--- src/rtl/mem_bus_arbiter.sv ---
// Two-channel memory arbiter: instruction fetch and data share one memory port, one transaction in flight.
// Define MEM_ARB_RR_EN for round-robin arbitration; default build gives data fixed priority over fetch.
module mem_bus_arbiter #(
    parameter int ADDR_W = 32,
    parameter int DATA_W = 32
) (
    input  logic                  clk,
    input  logic                  rst,
    input  logic [ADDR_W-1:0]     inst_addr,
    input  logic                  inst_req_valid,
    output logic                  inst_req_ready,
    output logic [DATA_W-1:0]     inst_rdata,
    output logic                  inst_rvalid,
    input  logic                  inst_rready,
    input  logic [ADDR_W-1:0]     data_addr,
    input  logic                  data_wen,
    input  logic                  data_ren,
    input  logic [DATA_W-1:0]     data_wdata,
    input  logic [DATA_W/8-1:0]   data_strb,
    output logic                  data_req_ready,
    output logic [DATA_W-1:0]     data_rdata,
    output logic                  data_rvalid,
    input  logic                  data_rready,
    output logic [ADDR_W-1:0]     mem_addr,
    output logic                  mem_write,
    output logic                  mem_read,
    output logic [DATA_W-1:0]     mem_wdata,
    output logic [DATA_W/8-1:0]   mem_strb,
    input  logic                  mem_req_ready,
    input  logic [DATA_W-1:0]     mem_rdata,
    input  logic                  mem_rvalid,
    output logic                  mem_rready,
    output logic [31:0]           conflict_cnt
);
    // state | meaning
    // IDLE  | no transaction; arbitrate and latch owner and kind
    // REQ   | request presented downstream, waiting for mem_req_ready
    // RESP  | read issued, waiting for response handshake with the owner
    typedef enum logic [1:0] {IDLE, REQ, RESP} state_t;
    typedef enum logic {OWN_INST = 1'b0, OWN_DATA = 1'b1} owner_t;

    state_t      state;
    owner_t      owner;
    logic        is_write;
    logic [31:0] conflict_q;
    logic        data_req;
    logic        inst_req;
    logic        grant_data;
    logic        own_data;

    assign data_req = data_wen | data_ren;
    assign inst_req = inst_req_valid;
    assign own_data = (owner == OWN_DATA);

`ifdef MEM_ARB_RR_EN
    owner_t last_owner;

    // On conflict the requester that did not win last time gets the port.
    assign grant_data = data_req & (~inst_req | (last_owner == OWN_INST));

    always_ff @(posedge clk) begin
        if (rst) begin
            last_owner <= OWN_DATA;
        end else if (state == IDLE && (inst_req | data_req)) begin
            last_owner <= grant_data ? OWN_DATA : OWN_INST;
        end
    end
`else
    assign grant_data = data_req;
`endif

    always_ff @(posedge clk) begin
        if (rst) begin
            state      <= IDLE;
            owner      <= OWN_INST;
            is_write   <= 1'b0;
            conflict_q <= 32'd0;
        end else begin
            case (state)
                IDLE: begin
                    if (inst_req & data_req) conflict_q <= conflict_q + 32'd1;
                    if (inst_req | data_req) begin
                        owner    <= grant_data ? OWN_DATA : OWN_INST;
                        is_write <= grant_data & data_wen;
                        state    <= REQ;
                    end
                end
                REQ: begin
                    if (mem_req_ready) state <= is_write ? IDLE : RESP;
                end
                RESP: begin
                    if (mem_rvalid & mem_rready) state <= IDLE;
                end
                default: state <= IDLE;
            endcase
        end
    end

    // Address and write data follow the owner's live buses while in REQ.
    always_comb begin
        mem_addr       = '0;
        mem_wdata      = '0;
        mem_strb       = '0;
        mem_write      = 1'b0;
        mem_read       = 1'b0;
        mem_rready     = 1'b0;
        inst_req_ready = 1'b0;
        data_req_ready = 1'b0;
        inst_rvalid    = 1'b0;
        data_rvalid    = 1'b0;
        case (state)
            REQ: begin
                mem_addr = own_data ? data_addr : inst_addr;
                if (own_data) begin
                    mem_wdata = data_wdata;
                    mem_strb  = data_strb;
                end
                mem_write      = is_write;
                mem_read       = ~is_write;
                inst_req_ready = ~own_data & mem_req_ready;
                data_req_ready = own_data & mem_req_ready;
            end
            RESP: begin
                mem_rready  = own_data ? data_rready : inst_rready;
                inst_rvalid = ~own_data & mem_rvalid;
                data_rvalid = own_data & mem_rvalid;
            end
            default: ;
        endcase
    end

    assign inst_rdata   = mem_rdata;
    assign data_rdata   = mem_rdata;
    assign conflict_cnt = conflict_q;
endmodule

--- config.mk ---
export PLATFORM = sky130hd
export DESIGN_NAME = mem_bus_arbiter
export DESIGN_NICKNAME = d
export VERILOG_FILES = /design/src/rtl/mem_bus_arbiter.sv
export SDC_FILE = /design/constraint.sdc
export NUM_CORES = 1
export LEC_CHECK = 0
export CORE_AREA = 10 10 112 114
export DETAILED_ROUTE_END_ITERATION = 12
export DIE_AREA = 0 0 122 124
export PLACE_DENSITY = 0.79
export SLEW_MARGIN = 5
export SYNTH_ARGS = -nofsm -noshare
export SYNTH_HDL_FRONTEND = slang
export SYNTH_SLANG_ARGS = --single-unit
export TNS_END_PERCENT = 5
--- constraint.sdc ---
create_clock -name clk -period 2.8 [get_ports clk]
set_input_delay 0.42 -clock clk [delete_from_list [all_inputs] [get_ports clk]]
set_output_delay 0.42 -clock clk [all_outputs]
set_load 0.05 [all_outputs]
Yosys cells after proc, flatten, opt, wreduce, memory -nomap -nowiden --
Index checks and enable logic that the tools add are counted.
Word-level totals: memory bits (writable) 0, memories 0, bits in latches 0, flip-flop bits (word level) 36, bits in read-only memories 0, input bits 141
Cells by class: add/subtract/negate cells 1, reduce and logical (&&, ||, !) cells 4, shift-type cells 0, div/mod/pow operators 0, bitwise operators 11, multiplexer cells 20, equal/unequal tests 5, multipliers 0, $lt $le $gt $ge 0
Operator list (count):
- $mux 32 | 4
- $add 32x1->32 const B | 1
- $mux 1 | 9
- $mux 2 | 4
- $mux 4 | 2
- $and 1x1->1 | 7
- $ne 2x2->1 const B | 3
- $pmux 2 s3 | 1
- $reduce_and 2->1 | 2
- $reduce_and 3->1 | 1
- $eq 2x1->1 const B | 1
- $eq 2x2->1 const B | 1
- $logic_not 2->1 | 1
- $not 1->1 | 2
- $or 1x1->1 | 2

Logic depth before layout (Yosys ltp) --
Gate-level depths: netlist (run 1).
depth in word-level cells 5, depth in mapped cells 6, depth with buffers taken out 5

Worst setup path before layout (run 1) --
No wires, ideal clock.
path type reg-to-output, start point register owner, in the netlist own_data, end point output mem_addr[10], stages on the path, launching flop included 5, slack 0.680 ns, required time 2.380 ns, arrival 1.700 ns, cells stage by stage dfxtp_1 clkbuf_1 buf_2 mux2i_1 nor2_1
On the way: word-level cells in the longest chain between the ends 2
Ends and longest elaborated chain:
- start: declaration | RTL line 43 | owner_t owner;
- start signal: assignment | RTL line 83 | owner <= grant_data ? OWN_DATA : OWN_INST;
- $mux 32 | RTL line 113 | mem_addr = own_data ? data_addr : inst_addr;
- $mux 32 | RTL line 111 | case (state)
- end: declaration | RTL line 24 | output logic [ADDR_W-1:0] mem_addr,
No other way between the ends.

Final worst setup path (run 1) --
start point register state[0], end point output mem_strb[2]
On the way: word-level cells in the longest chain between the ends 2
Ends and longest elaborated chain:
- start: declaration | RTL line 42 | state_t state;
- start signal: assignment | RTL line 89 | if (mem_req_ready) state <= is_write ? IDLE : RESP;
- $eq 2x1->1 | RTL line 111
- $mux 4 | RTL line 111
- end: declaration | RTL line 28 | output logic [DATA_W/8-1:0] mem_strb,
No other way between the ends.

==> results.md, run 1 <==
* Mapped Area at 3070 um2
* Final net count at 680
* CTS tree: done
* Crit-path max cell delay at 0.82 ns
* Reg-to-reg setup timing slack at 0.81 ns
* Total grt overflow at 0
* # IOs at 312
* RD Place Congestion at 0.874
* Core footprint at 10200 um2
* PwrDens at 359 nW/um2
* Post-synth top area share at 23.4%
* Normalized max-slew margin at 57.1%
* R2R Path Start: conflict_cnt[8]
* DP HPWL at 11.8 mm
* Largest net degree at the start of global routing at 45
* Row count at 37
* Hold EP: conflict_cnt[31]
* Ys Warns at 0
* Tmin final at 2.65 ns
* Worst hold stages at 2
* Clock latency on the worst-skew pair at 0.29 ns
* Critical path capture point type: output pin
* Ys flop type: dfxtp_1
* Routed Wire Length at 14.1 mm
* Routed WL per cell at 20.9 um
* Initial Util at 30.0%
* First drt pass iteration count at 4
* Max Freq at 378 MHz
* DIE AREA at 15100 um2
* Final Hold Fails at 0
* Clock skew at 0.00423 ns
* RR Endpoint: conflict_cnt[30]
* CTS resizes at 0
* Status: finished, final reports clean
* Most frequent cells after synthesis: 65 x buf_4, 52 x nor2_1, 42 x and3_1
* Setup TNS at 0 ns
* Synth Register Bits at 36
* CP required at 2.38 ns
* Max-slew violations at 0
* Port bufs at 215
* Ranking of synthesized cells by area: dfxtp_1 23%, buf_4 16%, mux2i_1 11%
* Clock Pin Slew Worst Setup and Hold Paths at 0.07 ns
* CP Data Arrival Time at 2.23 ns
* Mapped Nets at 543
* Synth area leader: dfxtp_1
* Endpoints failing setup at 0
* Crit path kind: reg -> out
* DR vias at 3374
* CP Buf/Inv Count at 2
* Postcts setup bufs at 0
* Synthesized area per cell at 7.67 um2
* Layout overhead on the synthesized area at 57.4%
* Dpl ws at 0.355 ns
* Iter 0 DRT Violations at 117
* Hold Crit Start: conflict_cnt[31]
* Layout cells sized above 1 at 15.2%
* Total CTS buffers at 5
* Crit share post-route at 94.6%
* Tightest Pin Transition at 0.642 ns
* Via density at 5.00
* Global-route usage over all layers at 17.3%
* Max-cap violations at 0
* Clock sink count at 36
* VDD IR max at 227 uV
* Synth cell types at 36
* Vias in the first global route at 3389
* Cell count after synthesis at 401
* DRC at 0
* Pleak at 1.98 nW
* End-of-flow core utilization at 47.3%
* Crit-path cells: nor2b_2 > buf_4 > and3_1 > clkdlybuf4s50_1
* Min-delay worst type: reg -> reg
* Critical Path Source Type: flip-flop
* H-tree depth at 2
* CP max-delay cell: clkdlybuf4s50_1
* Hold Buf Count CTS at 0
* Critical Path Fanout Max at 38
* Initial antenna violation count at 0
* Cell family with the largest share of critical-path delay: buffers and inverters
* RSZ-0062 raised after global routing: no
* ANT cells at 0
* Die X at 122 um
* Reg2reg path depth at 4
* Routed Antenna Nets at 0
* Die Ht at 124 um
* Async set-reset flop share out of synthesis at 0%
* Clock Tree Buf Depth at 2
* Number of enable-type register cells in the synthesized netlist at 0
* Clock root cell: clkbuf_8
* First-pass GRT wire length at 20.3 mm
* Seq/Total Area, Yosys at 23.4%
* Final WS setup at 0.152 ns
* Most common cell in the netlist: buf_4
-- cells by family (layout without fill, tap and decap cells) --
kind of cell | count (synthesis) | after routing | share of synthesized area (%)
multiplexers | 42 | 42 | 14.0
buffers and inverters | 99 | 237 | 20.6
flip-flops | 36 | 36 | 23.4
adder cells (fa/ha/maj) | 1 | 1 | 0.407
AND/OR/NAND/NOR | 176 | 176 | 31.8
AO/OA/AOI/OAI | 42 | 42 | 8.26
XOR/XNOR | 5 | 5 | 1.42
-- flip-flops by register name (all words and copies together), names as in the netlist --
signal	cells
conflict_cnt	32
state	2
is_write	1
own_data	1
-- final cells by class --
cell class,instances,area (um2)
Sequential cell,36,722
Clock buffer,5,68.8
Inverter,5,18.8
Clock inverter,3,42.5
Fill cell,988,5390
Timing Repair Buffer,224,2090
Tap cell,136,170
Multi-Input combinational cell,266,1720
-- worst min-delay path: cells and delay by family, from the launching register on --
| kind | cells | cell delay, ns |
|---|---|---|
| flops | 1 | 0.33 |
| compound gates | 2 | 0.12 |
-- cells in the final DEF, fill, tap and decap left out, types with 4 or more instances in the layout --
cell type and instances:
a21oi_1 19, and3_1 42, and4_1 4, buf_4 59, clkbuf_8 5, clkdlybuf4s50_1 165
dfxtp_1 35, inv_1 5, mux2_2 8, mux2i_1 34, nand2_1 12, nand3_1 10
nand4_1 9, nor2_1 52, nor2b_1 10, nor3_1 4, nor4_1 4, o21ai_0 6
o31ai_1 14, or3_1 4, or4_1 14, xor2_1 4
-- through the flow --
stage | cell area (um2) | total power [mW] | hold slack, ns | instances
2_1_floorplan | 3070 | 1.21 | 0.453 | 401
3_3_place_gp | 4730 | 1.28 | 0.466 | 667
3_5_place_dp | 4730 | 1.29 | 0.491 | 667
4_1_cts | 4840 | 1.75 | 0.502 | 675
5_1_grt | 4840 | 1.81 | 0.529 | 675
6_report | 4840 | 1.74 | 0.502 | 675
-- power by group --
part	total, mW	switching, mW	internal (mW)
registers	0.541	0.0213	0.520
clock network	0.457	0.194	0.263
logic	0.738	0.432	0.305
-- worst max-delay path by stage --
| stage | startpoint | end | slack (ns) | cells past startpoint |
|---|---|---|---|---|
| after global routing | state[0] | inst_req_ready | 0.01 | 5 |
| after floorplan | own_data | mem_addr[10] | 0.68 | 4 |
| after global placement | inst_req_valid | conflict_cnt[26] | 0.42 | 5 |
| after CTS | state[0] | inst_req_ready | 0.15 | 5 |
| after detailed placement | inst_req_valid | conflict_cnt[26] | 0.36 | 5 |
| final | state[0] | mem_strb[2] | 0.15 | 4 |
-- metal layers --
metal	track usage [%]	share of wire [%]
met1	17.5	37
met2	28.7	46
met3	10.8	15
met4	6.11	2.6
met5	0	0
Note: power is estimated with default switching activity, not from simulation.
==> run 2: changes to the inputs <==
- SETUP_SLACK_MARGIN: not set -> 0.3
==> run 2 against run 1 <==
Net effect:
- die area unchanged
- highest routed layer unchanged
- wire length decreased by 0.43%
- total power decreased by 0.15%
- fmax increased by 0.83%
- via count decreased by 0.39%
- critical path type unchanged
- clock skew decreased by 0.0011 ns
- worst setup slack improved by 0.022 ns
- count of clock-buffer cells in the layout unchanged
- sequential power about the same
- flip-flop and latch count unchanged
- critical endpoint is now data_req_ready
==> results.md, run 2 (synthesized netlist as in run 1, its figures left out) <==
* VDD IR max at 226 uV (-0.63%)
* CTS tree: done
* Critical path capture point type: output pin
* Crit path kind: reg -> out
* Clock root cell: clkbuf_8
* DP HPWL at 11.8 mm (unchanged)
* Status: finished, final reports clean
* Min-delay worst type: reg -> reg
* Hold Buf Count CTS at 0 (unchanged)
* Max-slew violations at 0 (unchanged)
* First-pass GRT wire length at 20.3 mm (unchanged)
* Largest net degree at the start of global routing at 45 (unchanged)
* RD Place Congestion at 0.874 (unchanged)
* First drt pass iteration count at 4 (unchanged)
* Most common cell after layout, fill and taps aside: clkdlybuf4s50_1
* Endpoints failing setup at 0 (unchanged)
* Core footprint at 10200 um2 (unchanged)
* Initial Util at 30.0% (unchanged)
* Clock power share at 26.3% (about the same)
* Commonest cells after routing, fill and taps aside: 163 x clkdlybuf4s50_1, 59 x buf_4, 52 x nor2_1
* DRC at 0 (unchanged)
* DR vias at 3361 (-0.39%)
* Port bufs at 215 (unchanged)
* Worst hold stages at 2 (unchanged)
* Vias in the first global route at 3389 (unchanged)
* RSZ-0062 raised after global routing: yes
* Tmin final at 2.63 ns (-0.0218 ns)
* Layout overhead on the synthesized area at 57.4% (about the same)
* Die X at 122 um (unchanged)
* Row count at 37 (unchanged)
* Iter 0 DRT Violations at 118 (+0.85%)
* Max reg flops at 32 (unchanged)
* Layout cells sized above 1 at 15.2% (unchanged)
* Final net count at 680 (unchanged)
* Cell Int Power at 1.09 mW (about the same)
* Reg2reg path depth at 4 (unchanged)
* Initial antenna violation count at 0 (unchanged)
* Setup TNS at 0 ns (unchanged)
* Combinational fraction of design power at 42.5% (about the same)
* Sw frac at 37.2% (-0.050 points)
* Reg-to-reg setup timing slack at 0.81 ns (about the same)
* Routed WL per cell at 20.8 um (-0.43%)
* Clock Tree Buf Depth at 2 (unchanged)
* Global-route usage over all layers at 17.3% (unchanged)
* Tot Pwr at 1.73 mW (-0.15%)
* Clock latency on the worst-skew pair at 0.29 ns (about the same)
* Pleak at 2.00 nW (+1.1%)
* Clock skew at 0.00309 ns (-0.00114 ns)
* Clock Pin Slew Worst Setup and Hold Paths at 0.07 ns (about the same)
* Postcts setup bufs at 0 (unchanged)
* Total CTS buffers at 5 (unchanged)
* H-tree depth at 2 (unchanged)
* Critical Path Source Type: flip-flop
* Critical Path Fanout Max at 38 (unchanged)
* Share of power burned in registers at 31.2% (about the same)
* Clock sink count at 36 (unchanged)
* Final Hold Fails at 0 (unchanged)
* Routed Wire Length at 14.1 mm (-0.43%)
* Max Freq at 381 MHz (+0.83%)
* Crit share post-route at 93.8% (-0.78 points)
* CP Data Arrival Time at 2.21 ns (-0.02 ns)
* Tightest Pin Transition at 0.642 ns (-0.0000849 ns)
* PwrDens at 358 nW/um2 (-0.17%)
* Die Ht at 124 um (unchanged)
* Total grt overflow at 0 (unchanged)
* Switching Power at 645 uW (-0.28%)
* # IOs at 312 (unchanged)
* Routed Antenna Nets at 0 (unchanged)
* ANT cells at 0 (unchanged)
* Via density at 4.98 (-0.39%)
* DIE AREA at 15100 um2 (unchanged)
* CP required at 2.38 ns (about the same)
* Max-cap violations at 0 (unchanged)
* Normalized max-slew margin at 57.1% (about the same)
-- run 2: worst paths after layout --
path                     from                to
max                  state[0]    data_req_ready
min          conflict_cnt[31]  conflict_cnt[31]
max reg2reg   conflict_cnt[8]  conflict_cnt[30]
min reg2reg  conflict_cnt[31]  conflict_cnt[31]
-- run 2: power by group through the flow --
| stage | registers [mW] | logic (mW) | clock network (mW) |
|---|---|---|---|
| after global routing | 0.545 | 0.772 | 0.489 |
| after global placement | 0.553 | 0.730 | 0 |
| final | 0.541 | 0.737 | 0.456 |
| after detailed placement | 0.553 | 0.739 | 0 |
| after floorplan | 0.546 | 0.668 | 0 |
| after CTS | 0.541 | 0.741 | 0.468 |
-- run 2: cell type report --
cell class | instances | area, um2
Fill cell | 987 | 5390
Timing Repair Buffer | 224 | 2100
Multi-Input combinational cell | 266 | 1720
Sequential cell | 36 | 722
Tap cell | 136 | 170
Clock buffer | 5 | 68.8
Clock inverter | 3 | 42.5
Inverter | 5 | 18.8
-- run 2: metrics by stage --
step / setup WS, ns / util (%) / area (um2) / hold slack [ns] / instances
final: 0.174 / 47.3 / 4840 / 0.502 / 675
after CTS: 0.153 / 47.3 / 4840 / 0.502 / 675
after global routing: 0.0550 / 47.3 / 4840 / 0.529 / 675
after global placement: 0.418 / 46.2 / 4730 / 0.466 / 667
after floorplan: 0.680 / - / 3070 / 0.453 / 401
after detailed placement: 0.355 / 46.2 / 4730 / 0.491 / 667
-- run 2: timing repair --
| action | in CTS | in global routing |
|---|---|---|
| cloned | 0 | 0 |
| setup endpoints to repair | 22 | 24 |
| resized for setup | 1 | 1 |
-- run 2: worst max-delay path, stage by stage (launching register included) --
cell             delay (ns)
dfxtp_1                0.42
nor2b_2                0.18
buf_4                  0.29
and3_1                 0.21
clkdlybuf4s50_1        0.82
-- run 2: layer usage --
metal / up-vias / track usage (%) / share of wire, %
met5: - / 0 / 0
li1: 1630 / - / -
met3: 38 / 10.8 / 15
met1: 1537 / 17.5 / 36
met2: 156 / 28.7 / 46
met4: 0 / 6.11 / 2.7
